**config.mk**
```make
export PLATFORM = sky130hd
export DESIGN_NAME = inst_encoder
export DESIGN_NICKNAME = d
export VERILOG_FILES = /design/src/rtl/inst_encoder.sv
export SDC_FILE = /design/constraint.sdc
export NUM_CORES = 1
export LEC_CHECK = 0
export CAP_MARGIN = 25
export CORE_ASPECT_RATIO = 0.75
export CORE_MARGIN = 2
export CORE_UTILIZATION = 30
export CTS_CLUSTER_DIAMETER = 120
export CTS_CLUSTER_SIZE = 25
export DETAILED_ROUTE_END_ITERATION = 16
export GPL_TIMING_DRIVEN = 0
export PLACE_DENSITY_LB_ADDON = 0.05
export SLEW_MARGIN = 10
export SYNTH_ARGS = -nofsm -noshare
export SYNTH_HDL_FRONTEND = slang
export SYNTH_SLANG_ARGS = --single-unit
```
**constraint.sdc**
```tcl
create_clock -name clk -period 2.5 [get_ports clk]
set_clock_uncertainty 0.1 [all_clocks]
set_input_delay 0.5 -clock clk [delete_from_list [all_inputs] [get_ports clk]]
set_output_delay 0.5 -clock clk [all_outputs]
set_load 0.005 [all_outputs]
```
**src/rtl/inst_encoder.sv**
```systemverilog
// inst_encoder: turns encode requests into 32-bit MIPS-style instruction
// words and writes them sequentially into instruction memory, one word
// per two cycles (accept, then write).
module inst_encoder #(
  parameter logic [31:0] BASE_ADDR = 32'h0000_0000,
  parameter int          DEPTH     = 64,
  localparam int         CW        = $clog2(DEPTH + 1)
) (
  input  logic          clk,
  input  logic          rst_n,
  input  logic          req_valid,
  output logic          req_ready,
  input  logic [3:0]    req_kind,
  input  logic [4:0]    req_rs,
  input  logic [4:0]    req_rt,
  input  logic [4:0]    req_rd,
  input  logic [15:0]   req_imm,
  input  logic [25:0]   req_target,
  input  logic          finish,
  output logic          im_we,
  output logic [31:0]   im_addr,
  output logic [31:0]   im_wdata,
  output logic [CW-1:0] count,
  output logic          full,
  output logic          err,
  output logic          done
);

  typedef enum logic [1:0] {IDLE, WRITE, DONE} state_t;

  state_t        state_reg, state_next;
  logic [CW-1:0] count_reg, count_next;
  logic          err_reg, err_next;
  logic [31:0]   addr_reg, wdata_reg;
  logic [31:0]   word_next;
  logic          legal_next;
  logic          load_next;
  logic          handshake;

  // Outputs derive from registered state; reset forces them through state/count.
  // rst_n gates ready so it reads 0 while reset is held.
  assign full      = (count_reg == CW'(DEPTH));
  assign req_ready = rst_n && (state_reg == IDLE) && !full;
  assign handshake = req_valid && req_ready;
  assign im_we     = (state_reg == WRITE);
  assign done      = (state_reg == DONE);
  assign im_addr   = addr_reg;
  assign im_wdata  = wdata_reg;
  assign count     = count_reg;
  assign err       = err_reg;

  // Instruction encoder: format selected by kind, illegal kinds flagged.
  always_comb begin
    word_next  = 32'h0;
    legal_next = 1'b1;
    case (req_kind)
      4'd0:    word_next = {6'h00, req_rs, req_rt, req_rd, 5'b00000, 6'h20};
      4'd1:    word_next = {6'h00, req_rs, req_rt, req_rd, 5'b00000, 6'h22};
      4'd2:    word_next = {6'h00, req_rs, req_rt, req_rd, 5'b00000, 6'h24};
      4'd3:    word_next = {6'h00, req_rs, req_rt, req_rd, 5'b00000, 6'h25};
      4'd4:    word_next = {6'h00, req_rs, req_rt, req_rd, 5'b00000, 6'h2A};
      4'd5:    word_next = {6'h23, req_rs, req_rt, req_imm};
      4'd6:    word_next = {6'h2B, req_rs, req_rt, req_imm};
      4'd7:    word_next = {6'h04, req_rs, req_rt, req_imm};
      4'd8:    word_next = {6'h08, req_rs, req_rt, req_imm};
      4'd9:    word_next = {6'h02, req_target};
      default: legal_next = 1'b0;
    endcase
  end

  // Next-state logic: accept -> write one word -> back to idle; finish parks in DONE.
  always_comb begin
    state_next = state_reg;
    count_next = count_reg;
    err_next   = err_reg;
    load_next  = 1'b0;
    case (state_reg)
      IDLE: begin
        if (handshake) begin
          if (legal_next) begin
            state_next = WRITE;
            load_next  = 1'b1;
          end else begin
            err_next = 1'b1;
          end
        end else if (finish) begin
          state_next = DONE;
        end
      end
      WRITE: begin
        state_next = IDLE;
        count_next = count_reg + CW'(1);
      end
      DONE:    state_next = DONE;
      default: state_next = IDLE;
    endcase
  end

  // State, counter and sticky error registers.
  always_ff @(posedge clk or negedge rst_n) begin
    if (!rst_n) begin
      state_reg <= IDLE;
      count_reg <= '0;
      err_reg   <= 1'b0;
    end else begin
      state_reg <= state_next;
      count_reg <= count_next;
      err_reg   <= err_next;
    end
  end

  // Write address/data captured at acceptance; held steady outside WRITE.
  always_ff @(posedge clk or negedge rst_n) begin
    if (!rst_n) begin
      addr_reg  <= 32'h0;
      wdata_reg <= 32'h0;
    end else if (load_next) begin
      addr_reg  <= BASE_ADDR + (32'(count_reg) << 2);
      wdata_reg <= word_next;
    end
  end

endmodule

```
-- Word level (Yosys, flattened, before mapping)
Cells that the tools add are included.
- output and inout bits: 76
- bits of input ports: 65
- logic and storage cells: 39
- flip-flop bits (word level): 49
- add/subtract/negate cells: 1
- reduce and logical (&&, ||, !) cells: 9
- multiplexer cells: 9
- eq/ne operators: 14
- bitwise gates (word level): 1
- operators with widths (cell ; count):
    $pmux 32 s10 ; 1
    $eq 4x3->1 const B ; 4
    $reduce_or 10->1 ; 1
    $eq 4x2->1 const B ; 2
    $eq 4x4->1 const B ; 2
    $add 7x1->7 const B ; 1
    $eq 7x7->1 const B ; 1
    $mux 2 ; 3
    $ne 3x3->1 const B ; 2
    $eq 4x1->1 const B ; 1
    $logic_not 4->1 ; 1
    $mux 1 ; 4
    $pmux 2 s2 ; 1
    $logic_and 1x1->1 ; 3
    $reduce_and 3->1 ; 1
    $eq 2x1->1 const B ; 1
    $eq 2x2->1 const B ; 1
    $logic_not 2->1 ; 1
    $reduce_and 2->1 ; 1
    $logic_not 1->1 ; 1
    $not 1->1 ; 1

-- Logic depth before layout (Yosys ltp)
- word-level depth: 6
- gate-level depth with buffers: 7
- depth with buffers taken out: 6

-- Least setup slack after synthesis
OpenSTA, ideal clock, no wires.
- path type: reg2reg
- start point: register count_reg[0] (netlist: count[0])
- end point: register addr_reg[2] (netlist: im_addr[2])
- data arrival time: 1.936 ns
- library setup time: 0.125 ns
- stages on the path, launching flop included: 8
- setup slack: 0.339 ns
- data required time: 2.275 ns
- path buffers: 1
- period minus slack after synthesis: 2.161 ns
- cell sequence: dfrtp_1 inv_1 ha_1 or4b_4 o211ai_4 nor2_4 buf_12 mux2_4
- cells in the longest elaborated chain, start to end: 6
- ends and longest elaborated chain (what ; line ; text):
    start: declaration ; 32 ; logic [CW-1:0] count_reg, count_next;
    start signal: assignment ; 107 ; count_reg <= count_next;
    $eq 7x7->1 ; 42 ; assign full = (count_reg == CW'(DEPTH));
    $logic_not 1->1 ; 43 ; assign req_ready = rst_n && (state_reg == IDLE) && !full;
    $logic_and 1x1->1 ; 43 ;
    $logic_and 1x1->1 ; 44 ; assign handshake = req_valid && req_ready;
    $mux 1 ; 79 ; if (handshake) begin
    $mux 1 ; 77 ; case (state_reg)
    end signal: assignment ; 118 ; addr_reg <= BASE_ADDR + (32'(count_reg) << 2);
    end: declaration ; 34 ; logic [31:0] addr_reg, wdata_reg;
Parallel ways exist; a longest one is shown, timed or not.
A chain may end at the register's enable or synchronous reset.

-- Worst setup path in the final report
- start point: register count_reg[0] (netlist: count[0])
- end point: output port req_ready
- cells in the longest elaborated chain, start to end: 3
- ends and longest elaborated chain (what ; line ; text):
    $eq 7x7->1 ; 42 ;
    $logic_not 1->1 ; 43 ;
    $logic_and 1x1->1 ; 43 ;
    end: declaration ; 12 ; output logic req_ready,
Every way passes these cells.

==> results by group <==
Outcome
  – Status: completed

CTS
  – Root Driver: clkbuf_16
  – CTS tree: built
  – H-tree levels: 2
  – Reg clk slew, reported paths: 70 ps
  – CTS Buffer Depth: 2
  – Cts bufs inserted: 5
  – Later-pin clock latency in the skew report: 280 ps
  – Clk sink count: 47

Floorplan
  – Ports: 141
  – Die area: 10,400 um^2
  – Initial Util: 31.3%
  – Die Span X: 117 um
  – Core ar.: 9160 um^2
  – Row cnt: 30
  – Die Span Y: 88.7 um

Yosys
  – Synthesis warning total: 0
  – Top FF cell, synth: dfrtp_1
  – Cells after Synth: 244
  – Mean Syn Cell Area: 11.8 um^2
  – Asr flop ratio synth: 100%
  – Yosys cell types: 48
  – Seq/Total Area, Yosys: 41.0%
  – Post-synth EDFFs: 0
  – Post-Syn Area: 2870 um^2
  – Register bit count reported by yosys: 47

Layout
  – Number of flip-flops in the largest register: 30
  – Most frequent cells in the layout: 110 x clkdlybuf4s50_1, 47 x dfrtp_1, 30 x buf_4, 28 x mux2_4, 26 x conb_1
  – Design Area, Final: 4440 um^2
  – Utilization after layout: 48.5%
  – Most common cell after layout, fill and taps aside: clkdlybuf4s50_1
  – Fin nets: 460
  – Ant diodes: 0
  – Share of cells above drive strength 1: 23.1%
  – Syn-to-layout area delta: 54.7%

Timing
  – Final hold slack: 46.1 ps
  – Final number of setup-violating endpoints: 0
  – Minimum clock period: 2390 ps
  – Fmax: 418 MHz
  – Setup tns final: 0 ps
  – Max-slew violation total from the final report: 0
  – RSZ-0062 raised after global routing: false
  – Worst slew pin tran: 698 ps
  – Tcrit/Tclk final: 95.8%
  – Max transition margin: 53.2%
  – Fin. Hold Viols: 0

Worst setup path
  – Worst EP required: 1900 ps
  – Arr. time, crit path: 1790 ps
  – Crit Path Max Fanout: 3
  – Worst R2R Setup Slack: 210 ps
  – Reg2Reg Depth: 8
  – Worst R2R Start: count[0]
  – Reg2reg end: im_wdata[0]
  – Worst Setup Start Kind: register
  – Crit. End Element: primary output
  – Critical path class: reg -> out

GRT
  – Initial antenna violation count: 0
  – Total congestion overflow: 0
  – Vias in the first global route: 2,306
  – Largest net degree at the start of global routing: 27
  – Total track usage: 15.2%
  – First-pass GRT wire length: 12,100 um

Route
  – Initial DRC Count: 72
  – DR top layer: met4
  – WL met3: 617 um
  – Final WL: 7730 um
  – Final ANT Viol Nets: 0
  – Via Count: 2,301
  – WL/cell: 14.8 um
  – First drt pass iteration count: 4
  – M1 WL: 3470 um
  – Wire length on met2: 3610 um
  – Post-DR vias/cell: 4.41
  – DRC viols: 0

Power and ir drop
  – Max rail drop VDD: 270 uV
  – Pwr per Cell Area: 500 nW/um^2
  – Overall power: 2.22 mW
  – Leakage dissipation: 1.99 nW

Placement
  – DPL Wire Length: 5900 um
  – # port buffers: 113
  – RD Place Congestion: 0.782
  – DP Area: 4270 um^2

Flow run
  – Total of max-cap violations: 0

Min path
  – Worst Hold Class: in -> async
-- cells in the mapped netlist, types with 2 or more instances --
library cell   n  area share, %
dfrtp_1       47             41
mux2_4        28             15
buf_4         27            7.1
mux2i_1       16            5.6
a22o_1        10            3.1
clkbuf_1       8            1.0
o21ai_0        8            1.4
mux2_2         7            2.7
nand2_1        7           0.92
xnor2_1        7            2.1
nor2_1         6           0.78
nor2b_1        6            1.3
o22ai_1        6            1.3
o2bb2ai_1      6            1.8
inv_1          5           0.65
a21oi_1        4           0.70
buf_12         3            2.1
nand2b_1       3           0.65
nor3b_1        3           0.78
a22oi_1        2           0.52
a31oi_1        2           0.44
buf_1          2           0.26
ha_1           2           0.87
nand3_1        2           0.35
nand4_1        2           0.44
o21ai_1        2           0.35
o41ai_1        2           0.61
-- per-stage QoR --
stage / instances / worst slack, ps
global route: 522 / 2.21
finish: 522 / 105
floorplan: 269 / 339
detailed placement: 511 / -349
global placement: 510 / -2020
CTS: 522 / 86.7
-- report_power, final --
part | total, mW | internal (mW) | switching (mW) | leakage [nW]
Clock | 0.656 | 0.370 | 0.286 | 0.0669
Combinational | 0.648 | 0.442 | 0.206 | 1.28
Sequential | 0.914 | 0.860 | 0.0543 | 0.637
Total | 2.22 | 1.67 | 0.547 | 1.99
-- critical path, cell delays in order, from the launching register on --
cell      delay, ps
dfrtp_1         400
inv_2            70
ha_1            150
or4b_4          490
o211ai_4        210
inv_2            70
buf_2           130
-- kinds of logic after synthesis --
kind of cell	share of synthesized area (%)
flip-flops	41.0
multiplexers	23.0
other	0.131
buffers and inverters	11.3
AO/OA/AOI/OAI	13.1
adder cells (fa/ha/maj)	0.872
AND/OR/NAND/NOR	8.50
XOR/XNOR	2.14
-- routing by layer --
metal / up-vias / track usage, %
met2: 87 / 24.9
met3: 2 / 3.90
met4: 0 / 2.89
li1: 1130 / -
met5: - / 0
met1: 1082 / 20.7
-- how the worst max path moves through the flow --
stage | startpoint | to | slack [ps] | cells past startpoint
after floorplan | count[0] | im_addr[2] | 340 | 7
after global placement | rst_n | req_ready | -2020 | 4
after detailed placement | req_kind[0] | im_wdata[14] | -350 | 6
after CTS | count[0] | req_ready | 90 | 6
after global routing | count[0] | req_ready | 2 | 6
final | count[0] | req_ready | 110 | 6
-- area by class of cell --
| type | instances | area (um^2) |
|---|---|---|
| fill | 882 | 4720 |
| multi-input combinational | 176 | 1470 |
| sequential | 47 | 1180 |
| timing repair buffer | 117 | 1160 |
| buffer | 41 | 308 |
| tap | 128 | 160 |
| clock buffer | 6 | 129 |
| inverter | 5 | 18.8 |
| clock inverter | 2 | 12.5 |
-- repair_timing --
item / CTS / global route
endpoints found under the setup margin: 8 / 28
hold buffers: 0 / 0
gates resized for setup: 10 / 2
buffers inserted: 3 / 0
endpoints found under the hold margin: 0 / 0
pin swaps: 1 / 0
(Power assumes the default switching activity.)
